[src/rtl/apb_master_pkg.sv]
// apb_master_pkg: shared FSM state type, register map and default widths for the APB initiator
package apb_master_pkg;
  typedef enum logic [1:0] {IDLE, SETUP, ACCESS} state_t;
  localparam logic [3:0] NUMBER_IN_GROUP = 4'h0;
  localparam logic [3:0] DATE = 4'h4;
  localparam logic [3:0] SURNAME = 4'h8;
  localparam logic [3:0] NAME = 4'hC;
  localparam int ADDR_W_DEF = 32;
  localparam int DATA_W_DEF = 32;
  localparam int TIMEOUT_DEF = 16;
endpackage

[src/rtl/apb_master_if.sv]
// apb_master_if: command/response port plus APB bus of the initiator, widths set here
interface apb_master_if import apb_master_pkg::*; #(
  parameter int ADDR_W = ADDR_W_DEF,
  parameter int DATA_W = DATA_W_DEF
);
  logic cmd_valid;
  logic cmd_ready;
  logic cmd_write;
  logic [ADDR_W-1:0] cmd_addr;
  logic [DATA_W-1:0] cmd_wdata;
  logic rsp_valid;
  logic [DATA_W-1:0] rsp_rdata;
  logic rsp_err;
  logic PSEL;
  logic PENABLE;
  logic PWRITE;
  logic [ADDR_W-1:0] PADDR;
  logic [DATA_W-1:0] PWDATA;
  logic [DATA_W-1:0] PRDATA;
  logic PREADY;
  modport master (
    input cmd_valid, cmd_write, cmd_addr, cmd_wdata, PRDATA, PREADY,
    output cmd_ready, rsp_valid, rsp_rdata, rsp_err, PSEL, PENABLE, PWRITE, PADDR, PWDATA
  );
  modport slave (
    output cmd_valid, cmd_write, cmd_addr, cmd_wdata, PRDATA, PREADY,
    input cmd_ready, rsp_valid, rsp_rdata, rsp_err, PSEL, PENABLE, PWRITE, PADDR, PWDATA
  );
endinterface

[src/rtl/apb_master.sv]
// apb_master: single-outstanding APB initiator; define APB_MASTER_TIMEOUT_EN to abort stalled ACCESS phases
module apb_master import apb_master_pkg::*; #(
  parameter int TIMEOUT_CYCLES = TIMEOUT_DEF
) (
  input logic PCLK,
  input logic PRESET,
  apb_master_if.master bus
);
  state_t state;
  if (TIMEOUT_CYCLES < 1 || TIMEOUT_CYCLES > 255) begin : g_bad_timeout
    $error("apb_master: TIMEOUT_CYCLES must be within 1..255");
  end
`ifdef APB_MASTER_TIMEOUT_EN
  localparam logic [7:0] TO_LAST = 8'(TIMEOUT_CYCLES - 1);
  logic [7:0] cnt;
`else
  assign bus.rsp_err = 1'b0;
`endif
  // a new command is taken when idle, or when the current ACCESS completes this cycle
  assign bus.cmd_ready = !PRESET && (state == IDLE || (state == ACCESS && bus.PREADY));
  // IDLE -> SETUP -> ACCESS sequencer with registered APB and response outputs
  always_ff @(posedge PCLK or posedge PRESET)
    if (PRESET) begin
      state <= IDLE;
      bus.PSEL <= 1'b0;
      bus.PENABLE <= 1'b0;
      bus.PWRITE <= 1'b0;
      bus.PADDR <= '0;
      bus.PWDATA <= '0;
      bus.rsp_valid <= 1'b0;
      bus.rsp_rdata <= '0;
`ifdef APB_MASTER_TIMEOUT_EN
      bus.rsp_err <= 1'b0;
      cnt <= '0;
`endif
    end else begin
      bus.rsp_valid <= 1'b0;
      case (state)
        IDLE:
          if (bus.cmd_valid) begin
            bus.PWRITE <= bus.cmd_write;
            bus.PADDR <= bus.cmd_addr;
            bus.PWDATA <= bus.cmd_wdata;
            bus.PSEL <= 1'b1;
            state <= SETUP;
          end
        SETUP: begin
          bus.PENABLE <= 1'b1;
          state <= ACCESS;
`ifdef APB_MASTER_TIMEOUT_EN
          cnt <= '0;
`endif
        end
        ACCESS:
          if (bus.PREADY) begin
            bus.rsp_valid <= 1'b1;
            bus.rsp_rdata <= bus.PWRITE ? '0 : bus.PRDATA;
            bus.PENABLE <= 1'b0;
`ifdef APB_MASTER_TIMEOUT_EN
            bus.rsp_err <= 1'b0;
`endif
            if (bus.cmd_valid) begin
              bus.PWRITE <= bus.cmd_write;
              bus.PADDR <= bus.cmd_addr;
              bus.PWDATA <= bus.cmd_wdata;
              state <= SETUP;
            end else begin
              bus.PSEL <= 1'b0;
              state <= IDLE;
            end
          end
`ifdef APB_MASTER_TIMEOUT_EN
          else if (cnt == TO_LAST) begin
            bus.PSEL <= 1'b0;
            bus.PENABLE <= 1'b0;
            bus.rsp_valid <= 1'b1;
            bus.rsp_err <= 1'b1;
            bus.rsp_rdata <= '0;
            state <= IDLE;
          end else
            cnt <= cnt + 8'd1;
`endif
        default: state <= IDLE;
      endcase
    end
endmodule

[src/flat_wrapper.sv]
// flat-port wrapper written by rule: the top's interface ports become plain ports
module apb_master_flat import apb_master_pkg::*;
#(
  parameter int TIMEOUT_CYCLES = TIMEOUT_DEF
)
  (PCLK, PRESET, bus_cmd_valid, bus_cmd_write, bus_cmd_addr, bus_cmd_wdata, bus_PRDATA, bus_PREADY, bus_cmd_ready, bus_rsp_valid, bus_rsp_rdata, bus_rsp_err, bus_PSEL, bus_PENABLE, bus_PWRITE, bus_PADDR, bus_PWDATA);
  apb_master_if bus_i ();
  input logic PCLK;
  input logic PRESET;
  input wire logic [$bits(bus_i.cmd_valid)-1:0] bus_cmd_valid;
  input wire logic [$bits(bus_i.cmd_write)-1:0] bus_cmd_write;
  input wire logic [$bits(bus_i.cmd_addr)-1:0] bus_cmd_addr;
  input wire logic [$bits(bus_i.cmd_wdata)-1:0] bus_cmd_wdata;
  input wire logic [$bits(bus_i.PRDATA)-1:0] bus_PRDATA;
  input wire logic [$bits(bus_i.PREADY)-1:0] bus_PREADY;
  output wire logic [$bits(bus_i.cmd_ready)-1:0] bus_cmd_ready;
  output wire logic [$bits(bus_i.rsp_valid)-1:0] bus_rsp_valid;
  output wire logic [$bits(bus_i.rsp_rdata)-1:0] bus_rsp_rdata;
  output wire logic [$bits(bus_i.rsp_err)-1:0] bus_rsp_err;
  output wire logic [$bits(bus_i.PSEL)-1:0] bus_PSEL;
  output wire logic [$bits(bus_i.PENABLE)-1:0] bus_PENABLE;
  output wire logic [$bits(bus_i.PWRITE)-1:0] bus_PWRITE;
  output wire logic [$bits(bus_i.PADDR)-1:0] bus_PADDR;
  output wire logic [$bits(bus_i.PWDATA)-1:0] bus_PWDATA;
  assign bus_i.cmd_valid = bus_cmd_valid;
  assign bus_i.cmd_write = bus_cmd_write;
  assign bus_i.cmd_addr = bus_cmd_addr;
  assign bus_i.cmd_wdata = bus_cmd_wdata;
  assign bus_i.PRDATA = bus_PRDATA;
  assign bus_i.PREADY = bus_PREADY;
  assign bus_cmd_ready = bus_i.cmd_ready;
  assign bus_rsp_valid = bus_i.rsp_valid;
  assign bus_rsp_rdata = bus_i.rsp_rdata;
  assign bus_rsp_err = bus_i.rsp_err;
  assign bus_PSEL = bus_i.PSEL;
  assign bus_PENABLE = bus_i.PENABLE;
  assign bus_PWRITE = bus_i.PWRITE;
  assign bus_PADDR = bus_i.PADDR;
  assign bus_PWDATA = bus_i.PWDATA;
  apb_master #(.TIMEOUT_CYCLES(TIMEOUT_CYCLES)) u_core (.PCLK(PCLK), .PRESET(PRESET), .bus(bus_i));
endmodule
[config.mk]
export PLATFORM = sky130hd
export DESIGN_NAME = apb_master_flat
export DESIGN_NICKNAME = d
export VERILOG_FILES = /design/src/rtl/apb_master_pkg.sv /design/src/rtl/apb_master_if.sv /design/src/rtl/apb_master.sv /design/src/flat_wrapper.sv
export SDC_FILE = /design/constraint.sdc
export NUM_CORES = 1
export LEC_CHECK = 0
export ABC_AREA = 1
export CELL_PAD_IN_SITES_DETAIL_PLACEMENT = 1
export CELL_PAD_IN_SITES_GLOBAL_PLACEMENT = 1
export CORE_UTILIZATION = 48
export DETAILED_ROUTE_END_ITERATION = 10
export DONT_BUFFER_PORTS = 1
export PLACE_DENSITY = 0.82
export SYNTH_ARGS = -nofsm -noshare
export SYNTH_HDL_FRONTEND = slang
export SYNTH_SLANG_ARGS = --single-unit
[constraint.sdc]
create_clock -name PCLK -period 4.7 [get_ports PCLK]
set_input_delay 0.47 -clock PCLK [delete_from_list [all_inputs] [get_ports PCLK]]
set_output_delay 0.47 -clock PCLK [all_outputs]
set_load 0.01 [all_outputs]
# --- Yosys cells after proc, flatten, opt, wreduce, memory -nomap -nowiden ---
# Index checks and enable logic that the tools add are counted.
totals:
  elab_cells: 47
  out_inout_bits: 102
  register_bits: 102
  input_bits: 101
op_classes:
  reduce_logical: 12
  n_eq_ne: 5
  muxes: 22
op_table:
  columns: ["op", "count"]
  rows:
  - ["32-bit two-way mux", 5]
  - ["32-bit one-hot mux with 2 select lines", 2]
  - ["1-bit two-way mux", 9]
  - ["2-bit AND reduction", 4]
  - ["2-bit inequality test (second input constant)", 3]
  - ["1-bit one-hot mux with 2 select lines", 3]
  - ["2-bit one-hot mux with 3 select lines", 1]
  - ["2-bit two-way mux", 2]
  - ["4-bit AND reduction", 1]
  - ["2-bit nonzero test", 2]
  - ["2-bit by 1-bit equality test with 1-bit output (second input constant)", 1]
  - ["2-bit equality test (second input constant)", 1]
  - ["1-bit logical AND", 2]
  - ["2-bit zero test", 1]
  - ["1-bit zero test", 1]
  - ["1-bit logical OR", 1]

# --- Logic depth before layout (Yosys ltp) ---
# Gate-level depths: netlist (run 1).
logic_depth:
  word_depth: 4
  depth_mapped: 7
  ltp_nobuf: 5

# --- Worst setup path after synthesis (run 1) ---
# Ideal clock, no wire load.
synth_timing:
  kind: "input-to-output"
  start: "input port bus_PREADY"
  end: "output port bus_cmd_ready"
  arrival_time_ns: 0.983
  path_buffers: 1
  required_ns: 4.230
  slack_ns: 3.247
  cell_stages: 5
  path_cell_list: "inv_1 nand3_2 buf_2 nand2_1 nor2_1"
synth_between:
  elab_chain_cells: 3
synth_lines:
  columns: ["item", "line", "rtl"]
  rows:
  - ["start: declaration", "flat_wrapper.sv:15", "input wire logic [$bits(bus_i.PREADY)-1:0] bus_PREADY;"]
  - ["1-bit logical AND", "apb_master.sv:20", "assign bus.cmd_ready = !PRESET && (state == IDLE || (state == ACCESS && bus.PREADY));"]
  - ["1-bit logical OR", "apb_master.sv:20", null]
  - ["1-bit logical AND", "apb_master.sv:20", null]
  - ["end: declaration", "flat_wrapper.sv:16", "output wire logic [$bits(bus_i.cmd_ready)-1:0] bus_cmd_ready;"]
# No other way between the ends.

# --- Worst setup path in the final report (run 1) ---
layout_timing:
  start: "register u_core.state[0]"
  end: "register u_core.bus.PADDR[31]"
layout_between:
  elab_chain_cells: 3
  word_cells_on_any_way: 6
  classes_between: "eq/ne (2); mux (1); reduce/logical (3)"
layout_lines:
  columns: ["item", "line", "rtl"]
  rows:
  - ["start: declaration", "apb_master.sv:9", "state_t state;"]
  - ["start signal: assignment", "apb_master.sv:24", "state <= IDLE;"]
  - ["start signal: assignment", "apb_master.sv:45", "state <= SETUP;"]
  - ["start signal: assignment", "apb_master.sv:49", "state <= ACCESS;"]
  - ["2-bit equality test or 2-bit zero test (tied branches)", "apb_master.sv:38", "case (state)"]
  - ["2-bit inequality test (no line) or 2-bit nonzero test (tied branches)", null, null]
  - ["2-bit AND reduction (no line)", null, null]
  - ["end signal: assignment", "apb_master.sv:42", "bus.PADDR <= bus.cmd_addr;"]
  - ["end signal: assignment", "apb_master.sv:64", "bus.PADDR <= bus.cmd_addr;"]
  - ["end: declaration", "apb_master_if.sv:23", "output cmd_ready, rsp_valid, rsp_rdata, rsp_err, PSEL, PENABLE, PWRITE, PADDR, PWDATA"]
# Several ways; a longest one is shown, not always the timed one.
# A chain may end at the register's enable or synchronous reset.

==> flow_metrics.py, run 1 <==
metrics = {
    "run_status": {
        "status": "completed",
    },
    "sta": {
        "finalSetupTns_ns": 0,
        "fin_worst_skew_ns": 0.01617,
        "relSlewSlack_pct": 22.19,
        "maxSlewViolCount": 0,
        "tightest_slew_ns": 1.163,
        "period_minus_slack_ns": 2.444,
        "period_share_pct": 52.00,
        "timing.final.setup_violations": 0,
        "fmax_mhz": 409.1,
        "hold_violations": 0,
        "rsz0062_at_grt": "no",
    },
    "synth": {
        "ys_top_cells_by_area": "dfrtp_1 (63%), nand2_1 (19%), nand3_1 (8.1%)",
        "synth_simple_gate_area_share_pct": 27.68,
        "yosysTopAreaCell": "dfrtp_1",
        "ys_seq_area_share_pct": 63.24,
        "ys_ff_latch": 102,
        "synth_area_per_cell_um2": 9.030,
        "synth_fp_nets": 548,
        "synth-compound-area-share_pct": 4.092,
        "yosysTopAreaCellShare_pct": 63.24,
        "synth-xor-area-share_pct": 0,
        "synth_fa_ha_area_share_pct": 0,
        "synthMuxAreaShare_pct": 0,
        "synth_area_um2": 4036,
        "syn_inst": 447,
        "synth_cell_type_count": 13,
        "synth_top_family_by_area": "simple AND/OR/NAND/NOR gates",
        "yosys_warnings": 0,
    },
    "routing": {
        "first_pass_iters": 4,
        "drc_errors": 0,
        "drtIter0Drc": 121,
        "avgViaCountPerCell": 5.416,
        "vias": 2919,
        "ant_nets": 0,
        "drt-total-wl_um": 9858,
        "avgRoutedWirePerCell_um": 18.29,
    },
    "floorplan": {
        "io_pins": 203,
        "core_area_um2": 8175,
        "chipWidth_um": 93.70,
        "start_util_pct": 49.37,
        "rows": 33,
        "die_height_um": 93.70,
        "dieArea_um2": 8780,
    },
    "setup_path": {
        "cp.required_ns": 4.94,
        "cp_max_fo": 68,
        "worstPathArrival_ns": 2.69,
        "crit_start": "u_core.state[0]",
        "reg2reg_depth": 6,
        "r2r-start": "u_core.state[0]",
        "endpoint_kind": "flip-flop",
        "cp-start-kind": "flip-flop",
        "critPathKind": "reg -> reg",
    },
    "power": {
        "p_per_area_nw_per_um2": 543.8,
        "leakagePower_nw": 2.216,
        "power.total_mw": 2.292,
        "ir_drop_mv": 0.2229,
    },
    "layout": {
        "final_cell_mix": "nand2_1 (200), dfrtp_1 (102), nand3_1 (65), o21ai_0 (33), clkbuf_8 (11)",
        "final_common_cell": "nand2_1",
        "antennaDiodeCount": 0,
        "fin_util_pct": 51.56,
        "synthToLayoutAreaGrowth_pct": 4.433,
        "nets": 530,
        "fillers": 978,
        "layout-drive-gt1-share_pct": 5.991,
    },
    "clock_tree": {
        "clock-sinks": 102,
        "clockRootBuffer": "clkbuf_8",
        "post-cts-setup-buffers": 0,
        "clk_latency_ns": 0.35,
        "htreeDepth": 3,
        "cts_resized": 0,
        "clk_path_buf_depth": 2,
        "cts_buffers": 9,
        "cts_tree": "yes",
        "ctsHoldBuffers": 0,
        "path_clk_slew_ns": 0.10,
    },
    "global_routing": {
        "antenna_found_initial": 0,
        "grt-ovfl-total": 0,
        "grt_pass1_wl_um": 15120,
        "first_global_vias": 2971,
        "grt_max_degree": 69,
        "grt_util_all_layers_pct": 22.32,
    },
    "placement": {
        "gp_congestion": 0.6965,
        "port_buffers": 0,
        "dp_hpwl_um": 6892,
    },
    "flow_run": {
        "max_cap_viol_count": 0,
    },
    "hold_path": {
        "hold_class": "in -> async",
    },
}
-- synthesized netlist by cell type --
master	instances
buf_2	14
buf_4	9
clkbuf_1	9
conb_1	1
dfrtp_1	102
inv_1	6
inv_2	1
nand2_1	201
nand3_1	65
nand3_2	2
nor2_1	3
o21ai_0	33
or2_2	1
-- sequential cells by signal, summed over array words and instances (netlist names) --
register              cells
u_core.bus.PADDR         32
u_core.bus.PWDATA        32
u_core.bus.rsp_rdata     32
u_core.state              2
u_core.bus.PENABLE        1
u_core.bus.PSEL           1
u_core.bus.PWRITE         1
u_core.bus.rsp_valid      1
-- path summary, 6_finish.rpt --
path | slack, ns | end
max | 2.26 | u_core.bus.PADDR[31]
min | 0.02 | u_core.bus.PADDR[26]
max reg2reg | 2.26 | u_core.bus.PADDR[31]
min reg2reg | 0.55 | u_core.bus.PWDATA[18]
max in group asynchronous | 3.48 | u_core.bus.PADDR[2]
min in group PCLK | 0.25 | u_core.bus.PWDATA[30]
-- final cells by class --
| class | instances | area (um^2) | share of cell area, % |
|---|---|---|---|
| Tap cell | 105 | 131.4 | 3.117 |
| Inverter | 7 | 28.78 | 0.6827 |
| Timing Repair Buffer | 3 | 22.52 | 0.5343 |
| Clock buffer | 11 | 151.4 | 3.592 |
| Clock inverter | 5 | 32.53 | 0.7717 |
| Multi-Input combinational cell | 306 | 1296 | 30.75 |
| Sequential cell | 102 | 2552 | 60.55 |
-- cell families (layout without fill, tap and decap cells) --
group,after synthesis,count (layout)
AOI/OAI and AO/OA,33,33
buffers and inverters,39,26
other,1,1
DFF,102,102
and+or+nand+nor,272,272
-- metrics by stage --
step	area [um^2]	hold WS, ns	worst slack, ns	instances
after detailed placement	4031	0.4303	2.173	523
after CTS	4215	0.03178	2.183	539
after global placement	4031	0.4186	2.278	523
final	4215	0.02019	2.256	539
after floorplan	4036	0.5073	1.555	447
after global routing	4215	0.04475	1.925	539
-- per-layer routing --
layer	wire length [um]	track usage, %	vias to the layer above
met2	4922	37.83	130
li1	-	-	1375
met5	0	0	-
met1	3858	26.06	1397
met4	194	8.718	0
met3	882	7.443	17
-- critical path: stages (launching register included) --
cell	delay (ns)
dfrtp_1	0.44
inv_2	0.08
nand3_2	0.06
buf_4	0.52
nand2_2	0.85
nand2_1	0.27
nand2_1	0.08
-- power breakdown --
part	internal [mW]	leakage, nW	switching (mW)
clock	0.222	0.0995	0.292
sequential	1.12	1.27	0.307
combinational	0.120	0.844	0.231
Power figures use the tool's default switching activity.
==> run 2: changes to the inputs <==
CORE_UTILIZATION = 40   (was 48)
PLACE_DENSITY = 0.72   (was 0.82)
clock period = 1.96 ns   (was 4.7 ns; I/O delays follow)
==> flow_metrics.py, run 2 (synthesis results as in run 1) <==
metrics = {
    "run_status": {
        "status": "completed",
    },
    "sta": {
        "timing.final.setup_violations": 0,
        "tightest_slew_ns": 0.6843,
        "fmax_mhz": 566.6,
        "rsz0062_at_grt": "no",
        "maxSlewViolCount": 0,
        "period_share_pct": 90.05,
        "period_minus_slack_ns": 1.765,
        "relSlewSlack_pct": 54.38,
        "finalSetupTns_ns": 0,
        "fin_worst_skew_ns": 0.008721,
        "hold_ws_ns": 0.02199,
        "hold_violations": 0,
    },
    "routing": {
        "avgViaCountPerCell": 5.003,
        "drc_errors": 0,
        "first_pass_iters": 4,
        "drt-total-wl_um": 12100,
        "vias": 3337,
        "drtIter0Drc": 87,
        "avgRoutedWirePerCell_um": 18.15,
        "ant_nets": 0,
    },
    "setup_path": {
        "cp_top_family": "flip-flops",
        "path_buf_inv": 2,
        "cp_max_fo": 67,
        "cp.required_ns": 1.76,
        "slowest_stage": "dfrtp_1",
        "crit_chain": "inv_2 > nand3_2 > buf_12 > nand2_1 > nor2_1",
        "cp-start-kind": "flip-flop",
        "timing.critical_path.slowest_cell_delay_ns": 0.44,
        "r2r_slack_ns": 0.44,
        "endpoint_kind": "primary output",
        "worstPathArrival_ns": 1.57,
        "critPathKind": "reg -> out",
    },
    "clock_tree": {
        "post-cts-setup-buffers": 0,
        "path_clk_slew_ns": 0.09,
        "htreeDepth": 3,
        "clock-sinks": 102,
        "clk_latency_ns": 0.36,
        "clockRootBuffer": "clkbuf_8",
        "cts_buffers": 9,
        "clk_path_buf_depth": 2,
        "cts_tree": "yes",
    },
    "floorplan": {
        "rows": 36,
        "start_util_pct": 41.30,
        "die_height_um": 102.5,
        "chipWidth_um": 102.5,
        "core_area_um2": 9774,
        "dieArea_um2": 10500,
        "io_pins": 203,
    },
    "power": {
        "power.total_mw": 5.838,
        "ir_drop_mv": 0.4482,
        "p_per_area_nw_per_um2": 1103,
        "leakagePower_nw": 2.649,
    },
    "global_routing": {
        "antenna_found_initial": 0,
        "first_global_vias": 3617,
        "grt_util_all_layers_pct": 23.12,
        "grt_max_degree": 68,
        "grt_pass1_wl_um": 18180,
        "grt-ovfl-total": 0,
    },
    "layout": {
        "nets": 631,
        "fillers": 1090,
        "final_cell_mix": "nand2_1 (200), dfrtp_1 (102), dlygate4sd3_1 (96), nand3_1 (65), o21ai_0 (33)",
        "top_regs": "u_core.bus.PADDR (32), u_core.bus.PWDATA (32), u_core.bus.rsp_rdata (32)",
        "register_area_um2": 2552,
        "final_common_cell": "nand2_1",
        "layout-drive-gt1-share_pct": 5.431,
        "antennaDiodeCount": 0,
        "multi_input_area_um2": 1296,
        "synthToLayoutAreaGrowth_pct": 31.12,
        "final_area_um2": 5293,
    },
    "hold_path": {
        "hold_class": "in -> reg",
    },
    "placement": {
        "dp_hpwl_um": 6997,
        "place_area_um2": 4143,
        "gp_congestion": 0.6725,
        "port_buffers": 0,
    },
    "flow_run": {
        "max_cap_viol_count": 0,
    },
}
## run 2: cell count changes in the layout (fill, tap and decap cells not counted)
cell,before,now
bufinv_16,0,1
inv_6,1,0
clkbuf_1,0,1
dlygate4sd3_1,0,96
clkinv_2,3,2
clkbuf_8,11,10
clkinvlp_4,0,2
clkinv_4,1,0
inv_4,1,0
buf_4,3,5
buf_12,0,3
## run 2: path summary, 6_finish.rpt
path / startpoint / cells past startpoint / endpoint
setup reg to reg: u_core.state[0] / 6 / u_core.bus.PWDATA[27]
max in group asynchronous: PRESET / 3 / u_core.bus.PADDR[12]
hold reg to reg: u_core.bus.PADDR[5] / 2 / u_core.bus.PADDR[5]
min in group asynchronous: PRESET / 3 / u_core.bus.PADDR[22]
setup / recovery: u_core.state[0] / 5 / bus_cmd_ready
hold / removal: bus_PRDATA[23] / 2 / u_core.bus.rsp_rdata[23]
## run 2: timing repair
item                                   in CTS  in global routing
endpoints found under the hold margin     197                  0
hold buffers                               96                  0
gates resized for setup                     0                  0
## run 2: area by class of cell
type / instances / share of cell area (%)
Inverter: 7 / 0.5674
Tap cell: 133 / 3.144
Multi-Input combinational cell: 306 / 24.49
Timing Repair Buffer: 104 / 20.00
Sequential cell: 102 / 48.23
Clock buffer: 11 / 2.671
Clock inverter: 4 / 0.8983
## run 2: layer usage
metal,vias to the layer above,global-route usage (%),wire [um]
met4,0,10.88,254
met2,126,42.26,6441
met3,17,6.361,869
li1,1574,-,-
met1,1620,24.52,4538
met5,-,0,0
## run 2: per-stage QoR
step | setup WS (ns) | util (%) | std cells
global placement | 0.5719 | 42.38 | 556
CTS | 0.1507 | 54.15 | 667
floorplan | 0.5464 | - | 447
detailed placement | 0.4886 | 42.38 | 556
global route | 0.09595 | 54.15 | 667
finish | 0.1950 | 54.15 | 667
## run 2: power breakdown
group,total (mW),internal [mW],switching [mW]
combinational,1.08,0.440,0.639
clock,1.33,0.616,0.710
sequential,3.43,2.68,0.749
==> run 3: changes to the inputs <==
CORE_MARGIN = 1.5   (was unset)
HOLD_SLACK_MARGIN = 0.02   (was unset)
==> flow_metrics.py, run 3 (synthesis results as in run 1) <==
metrics = {
    "setup_path": {
        "r2r_slack_ns": 0.41,
        "cp_max_fo": 13,
        "crit_start": "u_core.state[0]",
        "critPathKind": "reg -> out",
        "slowest_stage": "dfrtp_1",
        "r2r-start": "u_core.state[0]",
        "reg2reg_depth": 6,
        "cp-start-kind": "flip-flop",
        "cp.required_ns": 1.76,
        "worstPathArrival_ns": 1.63,
        "endpoint_kind": "primary output",
        "timing.critical_path.slowest_cell_delay_ns": 0.42,
        "crit_chain": "inv_2 > nand3_2 > buf_4 > nand2_1 > nor2_1",
    },
    "power": {
        "clockPowerShare_pct": 22.9,
        "ir_drop_mv": 0.4896,
        "share_seq_of_total_power_pct": 58.4,
        "power_switching_share_pct": 35.61,
        "switching_power_mw": 2.093,
        "p_comb_share_pct": 18.7,
        "p_per_area_nw_per_um2": 1103,
        "power.total_mw": 5.877,
        "p_int_mw": 3.784,
        "leakagePower_nw": 2.661,
    },
    "routing": {
        "drt-total-wl_um": 12390,
        "drtIter0Drc": 90,
        "ant_nets": 0,
        "avgViaCountPerCell": 5.106,
        "avgRoutedWirePerCell_um": 18.58,
        "drc_errors": 0,
        "vias": 3406,
        "first_pass_iters": 4,
    },
    "clock_tree": {
        "clk_latency_ns": 0.37,
        "post-cts-setup-buffers": 0,
        "clk_path_buf_depth": 2,
        "htreeDepth": 3,
        "cts_buffers": 9,
        "clockRootBuffer": "clkbuf_8",
        "cts_tree": "yes",
        "path_clk_slew_ns": 0.09,
        "clock-sinks": 102,
    },
    "hold_path": {
        "hold_class": "in -> reg",
        "hold_path_depth": 2,
        "hold_start": "bus_PRDATA[11]",
    },
    "layout": {
        "antennaDiodeCount": 0,
        "final_cell_mix": "nand2_1 (200), dfrtp_1 (102), dlygate4sd3_1 (98), nand3_1 (65), o21ai_0 (33)",
        "layout-drive-gt1-share_pct": 4.869,
        "synthToLayoutAreaGrowth_pct": 32.05,
        "top_regs": "u_core.bus.PADDR (32), u_core.bus.PWDATA (32), u_core.bus.rsp_rdata (32)",
        "final_common_cell": "nand2_1",
        "nets": 632,
        "fillers": 1099,
    },
    "sta": {
        "tightest_slew_ns": 0.5343,
        "period_share_pct": 93.32,
        "fin_worst_skew_ns": 0.008434,
        "finalSetupTns_ns": 0,
        "maxSlewViolCount": 0,
        "rsz0062_at_grt": "no",
        "relSlewSlack_pct": 64.38,
        "hold_violations": 0,
        "period_minus_slack_ns": 1.829,
        "hold_ws_ns": 0.03906,
        "timing.final.setup_violations": 0,
        "fmax_mhz": 546.7,
    },
    "placement": {
        "dp_hpwl_um": 6755,
        "port_buffers": 0,
        "gp_congestion": 0.7238,
    },
    "global_routing": {
        "first_global_vias": 3569,
        "grt_util_all_layers_pct": 22.45,
        "grt_pass1_wl_um": 18070,
        "grt_max_degree": 103,
        "grt-ovfl-total": 0,
        "antenna_found_initial": 0,
    },
    "floorplan": {
        "dieArea_um2": 10700,
        "start_util_pct": 41.30,
        "chipWidth_um": 103.5,
        "core_area_um2": 9774,
        "die_height_um": 103.5,
        "rows": 36,
        "io_pins": 203,
    },
    "flow_run": {
        "max_cap_viol_count": 0,
    },
    "run_status": {
        "status": "completed",
    },
}
==> run 3: cell types whose count changed in the layout (fill, tap and decap cells not counted), sizes merged <==
cell | before | now
buf | 8 | 7
clkbuf | 11 | 13
clkinv | 2 | 0
clkinvlp | 2 | 1
dlygate4sd3 | 96 | 98
==> run 3: layer usage <==
layer	track usage [%]	part of all wire, %
met5	0	0
met4	9.875	2.8
met3	7.191	7.9
met2	40.22	52
met1	24.23	38
==> run 3: final cells by class <==
cell class / instances / area, um^2 / share of cell area [%]
sequential: 102 / 2552 / 47.89
multi-input combinational: 306 / 1296 / 24.32
timing repair buffer: 105 / 1096 / 20.56
tap: 133 / 166.4 / 3.122
clock buffer: 13 / 158.9 / 2.981
clock inverter: 1 / 30.03 / 0.5634
inverter: 7 / 30.03 / 0.5634
==> run 3: power groups by stage <==
stage                     logic (mW)  registers (mW)  clock network [mW]
after floorplan                0.715            3.30                   0
after global placement         0.828            3.46                   0
after detailed placement       0.892            3.47                   0
after CTS                       1.05            3.44                1.37
after global routing            1.25            3.52                1.44
final                           1.10            3.43                1.35
==> run 3: worst max-delay path: cells and delay by family, from the launching register on <==
| kind | cells | cell delay [ns] |
|---|---|---|
| simple gates | 3 | 0.51 |
| flops | 1 | 0.42 |
| buf+inv | 2 | 0.33 |
==> run 3: repair_timing <==
action | in CTS | in global routing
gates resized for setup | 0 | 0
hold endpoints to repair | 199 | 0
hold buffers | 98 | 0
==> run 3: through the flow <==
stage / cell area (um^2) / cells / util (%) / setup slack, ns
2_1_floorplan: 4040 / 447 / - / 0.5464
3_3_place_gp: 4160 / 555 / 42.56 / 0.5556
3_5_place_dp: 4160 / 555 / 42.56 / 0.4987
4_1_cts: 5330 / 667 / 54.53 / 0.1319
5_1_grt: 5330 / 667 / 54.53 / 0.02173
6_report: 5330 / 667 / 54.53 / 0.1310
==> run 3: path summary, 6_finish.rpt <==
path                                            end
hold reg to reg               u_core.bus.PWDATA[20]
setup / recovery                      bus_cmd_ready
setup reg to reg               u_core.bus.PADDR[13]
hold / removal             u_core.bus.rsp_rdata[11]
max in group asynchronous  u_core.bus.rsp_rdata[13]
min in group asynchronous      u_core.bus.PADDR[28]
